<file path="src/rtl/block_position_ctrl_pkg.sv">
// stacker_pkg: types and default geometry shared by the stacker block-position
// logic and its sub-modules.
//   state_t : controller FSM states (MOVE, DONE)
//   dir_t   : horizontal direction encoding (RIGHT=1, LEFT=0)
//   *_DEF   : default screen geometry (X_MAX, Y_START, STEP)
package stacker_pkg;

  typedef enum logic {
    MOVE = 1'b0,
    DONE = 1'b1
  } state_t;

  typedef enum logic {
    LEFT  = 1'b0,
    RIGHT = 1'b1
  } dir_t;

  localparam int X_MAX_DEF   = 156;
  localparam int Y_START_DEF = 116;
  localparam int STEP_DEF    = 4;

endpackage

</file>
<file path="src/rtl/block_position_ctrl_if.sv">
// block_position_ctrl_if: bundle between the control FSM / datapath (master)
// and the block position controller (slave).
//   master drives : ld_x, place, colour_in, colour_erase_enable
//   slave drives  : x, y, colour, level, place_ack, top_reached
interface block_position_ctrl_if #(
  parameter int X_W = 8,
  parameter int Y_W = 7
);
  logic           ld_x;
  logic           place;
  logic [2:0]     colour_in;
  logic           colour_erase_enable;
  logic [X_W-1:0] x;
  logic [Y_W-1:0] y;
  logic [2:0]     colour;
  logic [Y_W-1:0] level;
  logic           place_ack;
  logic           top_reached;

  modport master (
    output ld_x, place, colour_in, colour_erase_enable,
    input  x, y, colour, level, place_ack, top_reached
  );

  modport slave (
    input  ld_x, place, colour_in, colour_erase_enable,
    output x, y, colour, level, place_ack, top_reached
  );
endinterface

</file>
<file path="src/rtl/block_position_ctrl_move_divider.sv">
// move_divider: counts move strobes and emits a step pulse on the strobe that
// completes a period.
//   clk, reset : clock, synchronous active-high reset
//   ld_x       : move strobe (already qualified by the caller)
//   clear      : restart the count; suppresses any step this cycle
//   period     : strobes per step, must be >= 1
//   step       : combinational pulse, high with the strobe that wraps the count
module move_divider #(
  parameter int P_W = 3
) (
  input  logic           clk,
  input  logic           reset,
  input  logic           ld_x,
  input  logic           clear,
  input  logic [P_W-1:0] period,
  output logic           step
);

  logic [P_W-1:0] r_count;
  logic           w_wrap;

  // >= rather than == so a shrinking period can never strand the count above it
  assign w_wrap = (r_count >= (period - P_W'(1)));
  assign step   = ld_x & ~clear & w_wrap;

  always_ff @(posedge clk) begin
    if (reset) begin
      r_count <= '0;
    end else if (clear) begin
      r_count <= '0;
    end else if (ld_x) begin
      r_count <= w_wrap ? '0 : r_count + P_W'(1);
    end
  end

endmodule

</file>
<file path="src/rtl/block_position_ctrl.sv">
// block_position_ctrl: moving-block position, colour and placement tracking
// for the stacker game.
//   clk, reset : clock, synchronous active-high reset
//   bus        : block_position_ctrl_if.slave (strobes in; x/y/colour/level/
//                place_ack/top_reached out)
// Optional build macro BLOCK_SPEEDUP_EN: each accepted place shortens the move
// period to max(1, DIV_INIT - level).
module block_position_ctrl
  import stacker_pkg::*;
#(
  parameter int X_W      = 8,
  parameter int Y_W      = 7,
  parameter int STEP     = STEP_DEF,
  parameter int X_MAX    = X_MAX_DEF,
  parameter int Y_START  = Y_START_DEF,
  parameter int Y_MIN    = 0,
  parameter int DIV_INIT = 4
) (
  input  logic                 clk,
  input  logic                 reset,
  block_position_ctrl_if.slave bus
);

  localparam int P_W = $clog2(DIV_INIT + 1);

  localparam logic [X_W-1:0] L_STEP_X  = X_W'(STEP);
  localparam logic [X_W-1:0] L_X_MAX   = X_W'(X_MAX);
  localparam logic [Y_W-1:0] L_STEP_Y  = Y_W'(STEP);
  localparam logic [Y_W-1:0] L_Y_START = Y_W'(Y_START);
  localparam logic [Y_W-1:0] L_Y_THR   = Y_W'(Y_MIN + STEP);

  state_t         r_state, w_state_nxt;
  dir_t           r_dir,   w_dir_nxt;
  logic [X_W-1:0] r_x,     w_x_nxt;
  logic [Y_W-1:0] r_y,     w_y_nxt;
  logic [Y_W-1:0] r_level, w_level_nxt;
  logic           r_ack,   w_ack_nxt;
  logic           r_top,   w_top_nxt;

  logic           w_move;
  logic           w_clear;
  logic           w_ld;
  logic           w_step;
  logic [P_W-1:0] w_period;

`ifdef BLOCK_SPEEDUP_EN
  logic [P_W-1:0] r_period, w_period_nxt;
  assign w_period = r_period;
`else
  assign w_period = P_W'(DIV_INIT);
`endif

  // Place has priority over a coincident move strobe.
  assign w_move  = (r_state == MOVE);
  assign w_clear = w_move & bus.place;
  assign w_ld    = w_move & bus.ld_x & ~bus.place;

  move_divider #(
    .P_W (P_W)
  ) u_move_divider (
    .clk    (clk),
    .reset  (reset),
    .ld_x   (w_ld),
    .clear  (w_clear),
    .period (w_period),
    .step   (w_step)
  );

  always_comb begin
    w_state_nxt = r_state;
    w_dir_nxt   = r_dir;
    w_x_nxt     = r_x;
    w_y_nxt     = r_y;
    w_level_nxt = r_level;
    w_ack_nxt   = 1'b0;
    w_top_nxt   = r_top;
`ifdef BLOCK_SPEEDUP_EN
    w_period_nxt = r_period;
`endif
    case (r_state)
      MOVE: begin
        if (bus.place) begin
          w_ack_nxt = 1'b1;
          if (r_level != '1) begin
            w_level_nxt = r_level + Y_W'(1);
          end
          if (r_y >= L_Y_THR) begin
            w_y_nxt = r_y - L_STEP_Y;
          end else begin
            w_top_nxt   = 1'b1;
            w_state_nxt = DONE;
          end
`ifdef BLOCK_SPEEDUP_EN
          if (int'(w_level_nxt) >= DIV_INIT - 1) begin
            w_period_nxt = P_W'(1);
          end else begin
            w_period_nxt = P_W'(DIV_INIT - int'(w_level_nxt));
          end
`endif
        end else if (w_step) begin
          if (r_dir == RIGHT) begin
            if (r_x >= L_X_MAX) begin
              w_dir_nxt = LEFT;
              w_x_nxt   = L_X_MAX - L_STEP_X;
            end else begin
              w_x_nxt   = r_x + L_STEP_X;
            end
          end else begin
            if (r_x == '0) begin
              w_dir_nxt = RIGHT;
              w_x_nxt   = L_STEP_X;
            end else begin
              w_x_nxt   = r_x - L_STEP_X;
            end
          end
        end
      end
      DONE: begin
        w_state_nxt = DONE;
      end
      default: begin
        w_state_nxt = MOVE;
      end
    endcase
  end

  always_ff @(posedge clk) begin
    if (reset) begin
      r_state <= MOVE;
      r_dir   <= RIGHT;
      r_x     <= '0;
      r_y     <= L_Y_START;
      r_level <= '0;
      r_ack   <= 1'b0;
      r_top   <= 1'b0;
    end else begin
      r_state <= w_state_nxt;
      r_dir   <= w_dir_nxt;
      r_x     <= w_x_nxt;
      r_y     <= w_y_nxt;
      r_level <= w_level_nxt;
      r_ack   <= w_ack_nxt;
      r_top   <= w_top_nxt;
    end
  end

`ifdef BLOCK_SPEEDUP_EN
  always_ff @(posedge clk) begin
    if (reset) begin
      r_period <= P_W'(DIV_INIT);
    end else begin
      r_period <= w_period_nxt;
    end
  end
`endif

  assign bus.x           = r_x;
  assign bus.y           = r_y;
  assign bus.level       = r_level;
  assign bus.place_ack   = r_ack;
  assign bus.top_reached = r_top;
  assign bus.colour      = bus.colour_erase_enable ? '0 : bus.colour_in;

endmodule

</file>
<file path="src/flat_wrapper.sv">
// flat-port wrapper written by rule: the top's interface ports become plain ports
module block_position_ctrl_flat import stacker_pkg::*;
#(
  parameter int X_W      = 8,
  parameter int Y_W      = 7,
  parameter int STEP     = STEP_DEF,
  parameter int X_MAX    = X_MAX_DEF,
  parameter int Y_START  = Y_START_DEF,
  parameter int Y_MIN    = 0,
  parameter int DIV_INIT = 4
)
  (clk, reset, bus_ld_x, bus_place, bus_colour_in, bus_colour_erase_enable, bus_x, bus_y, bus_colour, bus_level, bus_place_ack, bus_top_reached);
  block_position_ctrl_if #(.X_W(X_W), .Y_W(Y_W)) bus_i ();
  input  logic clk;
  input  logic reset;
  input wire logic [$bits(bus_i.ld_x)-1:0] bus_ld_x;
  input wire logic [$bits(bus_i.place)-1:0] bus_place;
  input wire logic [$bits(bus_i.colour_in)-1:0] bus_colour_in;
  input wire logic [$bits(bus_i.colour_erase_enable)-1:0] bus_colour_erase_enable;
  output wire logic [$bits(bus_i.x)-1:0] bus_x;
  output wire logic [$bits(bus_i.y)-1:0] bus_y;
  output wire logic [$bits(bus_i.colour)-1:0] bus_colour;
  output wire logic [$bits(bus_i.level)-1:0] bus_level;
  output wire logic [$bits(bus_i.place_ack)-1:0] bus_place_ack;
  output wire logic [$bits(bus_i.top_reached)-1:0] bus_top_reached;
  assign bus_i.ld_x = bus_ld_x;
  assign bus_i.place = bus_place;
  assign bus_i.colour_in = bus_colour_in;
  assign bus_i.colour_erase_enable = bus_colour_erase_enable;
  assign bus_x = bus_i.x;
  assign bus_y = bus_i.y;
  assign bus_colour = bus_i.colour;
  assign bus_level = bus_i.level;
  assign bus_place_ack = bus_i.place_ack;
  assign bus_top_reached = bus_i.top_reached;
  block_position_ctrl #(.X_W(X_W), .Y_W(Y_W), .STEP(STEP), .X_MAX(X_MAX), .Y_START(Y_START), .Y_MIN(Y_MIN), .DIV_INIT(DIV_INIT)) u_core (.clk(clk), .reset(reset), .bus(bus_i));
endmodule
</file>
<file path="config.mk">
export PLATFORM = sky130hd
export DESIGN_NAME = block_position_ctrl_flat
export DESIGN_NICKNAME = d
export VERILOG_FILES = /design/src/rtl/block_position_ctrl_pkg.sv /design/src/rtl/block_position_ctrl_if.sv /design/src/rtl/block_position_ctrl_move_divider.sv /design/src/rtl/block_position_ctrl.sv /design/src/flat_wrapper.sv
export SDC_FILE = /design/constraint.sdc
export NUM_CORES = 1
export LEC_CHECK = 0
export BUFFER_PORTS_ARGS = -buffer_cell sky130_fd_sc_hd__buf_2
export CORE_UTILIZATION = 34
export DETAILED_ROUTE_END_ITERATION = 8
export PLACE_DENSITY_LB_ADDON = 0.05
export SLEW_MARGIN = 10
export SYNTH_ARGS = -nofsm -noshare
export SYNTH_HDL_FRONTEND = slang
export SYNTH_HIERARCHICAL = 1
export SYNTH_SLANG_ARGS = --single-unit
</file>
<file path="constraint.sdc">
create_clock -name clk -period 2.6 [get_ports clk]
set_input_delay 0.13 -clock clk [delete_from_list [all_inputs] [get_ports clk]]
set_output_delay 0.13 -clock clk [all_outputs]
set_load 0.005 [all_outputs]
</file>
### Word level (Yosys, flattened, before mapping)

Index checks and enable logic that the tools add are counted.

* register bits: 29
* input port bits: 8
* output and inout bits: 27
* word-level logic and storage cells: 45

* add/sub/neg operators: 5
* magnitude comparators: 3
* eq/ne operators: 1
* muxes and demuxes: 12
* bitwise operators: 9
* reductions and logical operators: 7

Operators with widths (number)
* two-way mux 8 bit: 3
* AND reduction 3 bit: 4
* adder 8 x 3 -> 8 bit (second input constant): 1
* greater-or-equal comparator 8 bit (second input constant): 1
* logical NOT 8 bit: 1
* subtractor 8 x 3 -> 8 bit (second input constant): 1
* adder 7 x 1 -> 7 bit (second input constant): 1
* greater-or-equal comparator 7 x 3 -> 1 bit (second input constant): 1
* != test 7 bit (second input constant): 1
* subtractor 7 x 3 -> 7 bit (second input constant): 1
* two-way mux 1 bit: 6
* two-way mux 3 bit: 2
* AND 1 bit: 5
* inverter 1 bit: 4
* OR reduction 2 bit: 2
* adder 3 x 1 -> 3 bit (second input constant): 1
* greater-or-equal comparator 3 x 2 -> 1 bit (second input constant): 1
* one-hot mux 1 bit (2 select lines): 1

### Depth between registers and ports, before layout

* depth after elaboration: 6
* gate-level depth with buffers: 12
* mapped depth without buffers: 11

### Modules after synthesis

The synthesis kept the hierarchy.

Modules (own cells, without submodules)
* block_position_ctrl: instances 1, cells each 163, area each 1342.5 um^2
* move_divider: instances 1, cells each 29, area each 276.5 um^2

### Worst setup path before layout

OpenSTA, ideal clock, no wires.

* path kind: register to register
* start: register u_core.u_move_divider.r_count[0]
* end: register u_core.r_x[5], in the netlist u_core/bus.x[5]
* setup time: 0.074 ns
* arrival time: 2.056 ns
* path slack: 0.470 ns
* stages on the path, launching flop included: 10
* clock period less this slack: 2.130 ns
* cells stage by stage: dfxtp_1 inv_1 ha_1 and2b_1 o21ai_0 and3b_2 nor3b_4 nand2_1 or4_1 a31oi_1

* longest elaborated chain between the ends: 3

RTL lines
* start: declaration: RTL line block_position_ctrl_move_divider.sv:19 `logic [P_W-1:0] r_count;`
* start signal: assignment: RTL line block_position_ctrl_move_divider.sv:32 `r_count <= w_wrap ? '0 : r_count + P_W'(1);`
* greater-or-equal comparator 3 x 2 -> 1 bit: RTL line block_position_ctrl_move_divider.sv:23 `assign w_wrap = (r_count >= (period - P_W'(1)));`
* AND 1 bit: RTL line block_position_ctrl_move_divider.sv:24 `assign step = ld_x & ~clear & w_wrap;`
* named net u_core.w_step: RTL line block_position_ctrl.sv:43 `logic w_step;`
* AND reduction 3 bit (no source line)
* end signal: assignment: RTL line block_position_ctrl.sv:139 `r_x <= w_x_nxt;`
* end: declaration: RTL line block_position_ctrl.sv:34 `logic [X_W-1:0] r_x, w_x_nxt;`

The timed path passes the listed nets, and every way through them passes these cells.
A chain may end at the register's enable or synchronous reset.

### Worst setup path in the final report

* start: register u_core.u_move_divider.r_count[0]
* end: register u_core.r_x[6], in the netlist u_core/bus.x[6]

Same word-level chain as after synthesis.

==> flow_summary.toml <==
[floorplan]
core-area_um2 = 4470
die_area_um2 = 5040
dieWidth_um = 71.0
ios = 35
initial_utilization_pct = 36.2
die_h_um = 71.0
row_count = 24

[min_path]
min_path_type = "in -> reg"
hold_path_depth = 3
hold_start = "bus_place"
holdPathEnd = "u_core/r_state"

[grt]
antenna_found_initial = 0
grt_pass1_vias = 1324
grt_max_degree = 28
overflow = 0
grt_util_all_layers_pct = 14.5
grt_pass1_wl_um = 5890

[synthesis]
synth.most_common_cell = "dfxtp_1"
synth-main-ff-cell = "dfxtp_1"
yosys-top-cells-count = "dfxtp_1 (25), nor2_1 (15), a21oi_1 (12), ha_1 (12)"
syn-instance-count = 192
synth_area_um2 = 1620
async_reset_ff_share_pct = 0
yosysTopAreaCellShare_pct = 30.9
syn_area_per_cell_um2 = 8.43
ys_ff_latch = 25
yosys_warnings = 6
ys_types = 51
synth_edf_count = 0
ys_top_cells_by_area = "dfxtp_1 (31%), ha_1 (9.3%), a21oi_1 (3.7%)"
yosysTopAreaCell = "dfxtp_1"
yosysSeqAreaShare_pct = 30.9

[worst_setup_path]
rr_worst_depth = 9
critPathMaxStageDelay_ps = 490
rrSetupSlack_ps = 280
rr_startpoint = "u_core/u_move_divider/r_count[0]"
crit_family = "simple AND/OR/NAND/NOR gates"
crit_type = "reg -> reg"
timing.rr.end = "u_core/bus.x[6]"
worstPathMaxFanout = 8
cp_cell_sequence = "inv_1 -> ha_1 -> and2b_1 -> o21ai_0 -> and3b_2 -> or3b_1 -> nor3_2 -> o211ai_1 -> a31oi_1"
critPathSlowestCell = "or3b_1"
end_kind = "register"
cp_num_buf_inv = 1
critPathLaunchType = "register"
arrival_ps = 2520
cp.required_ps = 2800

[sta]
fin_skew_ps = 0.923
whs_ps = 237
fmax_mhz = 431
rsz0062_at_grt = "no"
finalMaxSlewViolations = 0
slew_headroom_pct = 59.9
layout_min_cycle_time_ps = 2320
fin_tns_setup_ps = 0
worstMarginPinSlew_ps = 601
setup_violations = 0
fin_crit_sh_pct = 89.2
layout_setup_ws_ps = 281
hold_viol_final = 0

[route]
ant_nets = 0
finalWirelength_um = 3540
vias = 1451
drt_first_pass_iters = 9
vias_per_cell = 5.32
drc = 7
drt-wirelength-per-cell_um = 13.0
drt-initial-drc-count = 108

[finish]
num-fill-cells = 483
layout-drive-gt1-share_pct = 20.8
n_antenna_cell = 0
finalNetCount = 242
area_growth_pct = 13.3

[clock_network]
clock_latency_ps = 260
hold_buffers = 0
cts_tree = "done"
cts_buffer_depth = 2
cts_root_buf = "clkbuf_8"
post_cts_buffers = 0
numCtsBuffers = 3
cts_resized = 0
cts_sinks = 25
htreeDepth = 1
path_clk_slew_ps = 90

[pwr]
ir_drop_v = 0.000283
p_leak_nw = 0.726
p_per_area_nw_per_um2 = 395

[run]
max_cap_violations = 0

[run_status]
status = "complete, but fails checks"
violations = "design-rule violations"

[place]
io_buffers = 30
gp_congestion = 0.796
post-place-ws_ps = 289
dp_hpwl_um = 2630
## layer usage
metal	global-route usage [%]	vias up	routed length (um)
li1	-	744	-
met1	19.4	665	1680
met2	24.0	40	1660
met3	3.70	2	187
met5	0	-	0
met4	2.00	0	12
## layout make-up
type | instances | area (um^2) | area share [%]
Sequential cell | 25 | 500 | 27.3
Multi-Input combinational cell | 148 | 1010 | 55.3
Timing Repair Buffer | 32 | 165 | 9.00
Inverter | 12 | 45.0 | 2.46
Tap cell | 52 | 65.1 | 3.55
Clock buffer | 4 | 45.0 | 2.46
## registers in the layout (all words and copies together), names as in the netlist
name	flops
u_core/bus.level	7
u_core/bus.x	6
u_core/bus.y	5
u_core/u_move_divider/r_count	3
u_core/bus.place_ack	1
u_core/bus.top_reached	1
u_core/r_dir	1
u_core/r_state	1
## cell families (layout without fill, tap and decap cells)
group | count (synthesis) | in the layout | share of synthesized area (%)
simple gates | 74 | 74 | 27.4
compound gates | 49 | 49 | 21.0
flops | 25 | 25 | 30.9
buf+inv | 24 | 48 | 7.65
fa+ha+maj | 12 | 12 | 9.27
xor+xnor | 5 | 5 | 2.70
other cells | 2 | 7 | 0.464
mux | 1 | 1 | 0.618
## worst register-to-register path, stage by stage (launching register included)
cell and delay (ps):
dfxtp_1 380, inv_1 70, ha_1 270, and2b_1 210
o21ai_0 150, and3b_2 210, or3b_1 490, nor3_2 190
o211ai_1 110, a31oi_1 170
## cell usage in the layout, fill, tap and decap left out, drive strengths merged, types with 4 or more instances in the layout
cell type / count
buf: 32
dfxtp: 25
nor2: 15
a21oi: 13
ha: 12
inv: 12
nand2: 11
o21ai: 7
conb: 7
nor3: 7
nand3: 5
and2: 5
a31oi: 5
nor4b: 4
a211oi: 4
xnor2: 4
o2111ai: 4
clkbuf: 4
nand2b: 4
## power breakdown
group	total (mW)	internal, mW	switching, mW	leakage [nW]
sequential	0.404	0.392	0.0117	0.203
clock	0.232	0.110	0.123	0.0228
combinational	0.0878	0.0385	0.0493	0.500
## metrics by stage
| stage | utilization, % | power [mW] | cell area, um^2 | instances |
|---|---|---|---|---|
| after floorplan | - | 0.473 | 1640 | 197 |
| after global placement | 40.0 | 0.498 | 1790 | 269 |
| after detailed placement | 40.0 | 0.500 | 1790 | 269 |
| after CTS | 41.0 | 0.740 | 1830 | 273 |
| after global routing | 41.0 | 0.770 | 1830 | 273 |
| final | 41.0 | 0.724 | 1830 | 273 |
## worst max-delay path by stage
| stage | startpoint | end | slack [ps] | cells after the start |
|---|---|---|---|---|
| 3_5_place_dp | u_core/u_move_divider/r_count[0] | u_core/bus.x[6] | 290 | 9 |
| 4_1_cts | u_core/u_move_divider/r_count[0] | u_core/bus.x[6] | 270 | 9 |
| 6_report | u_core/u_move_divider/r_count[0] | u_core/bus.x[6] | 280 | 9 |
| 5_1_grt | u_core/u_move_divider/r_count[0] | u_core/bus.x[5] | 100 | 9 |
| 3_3_place_gp | u_core/u_move_divider/r_count[0] | u_core/bus.x[5] | 370 | 9 |
| 2_1_floorplan | u_core/u_move_divider/r_count[0] | u_core/bus.x[5] | 470 | 9 |
(Power assumes the default switching activity.)
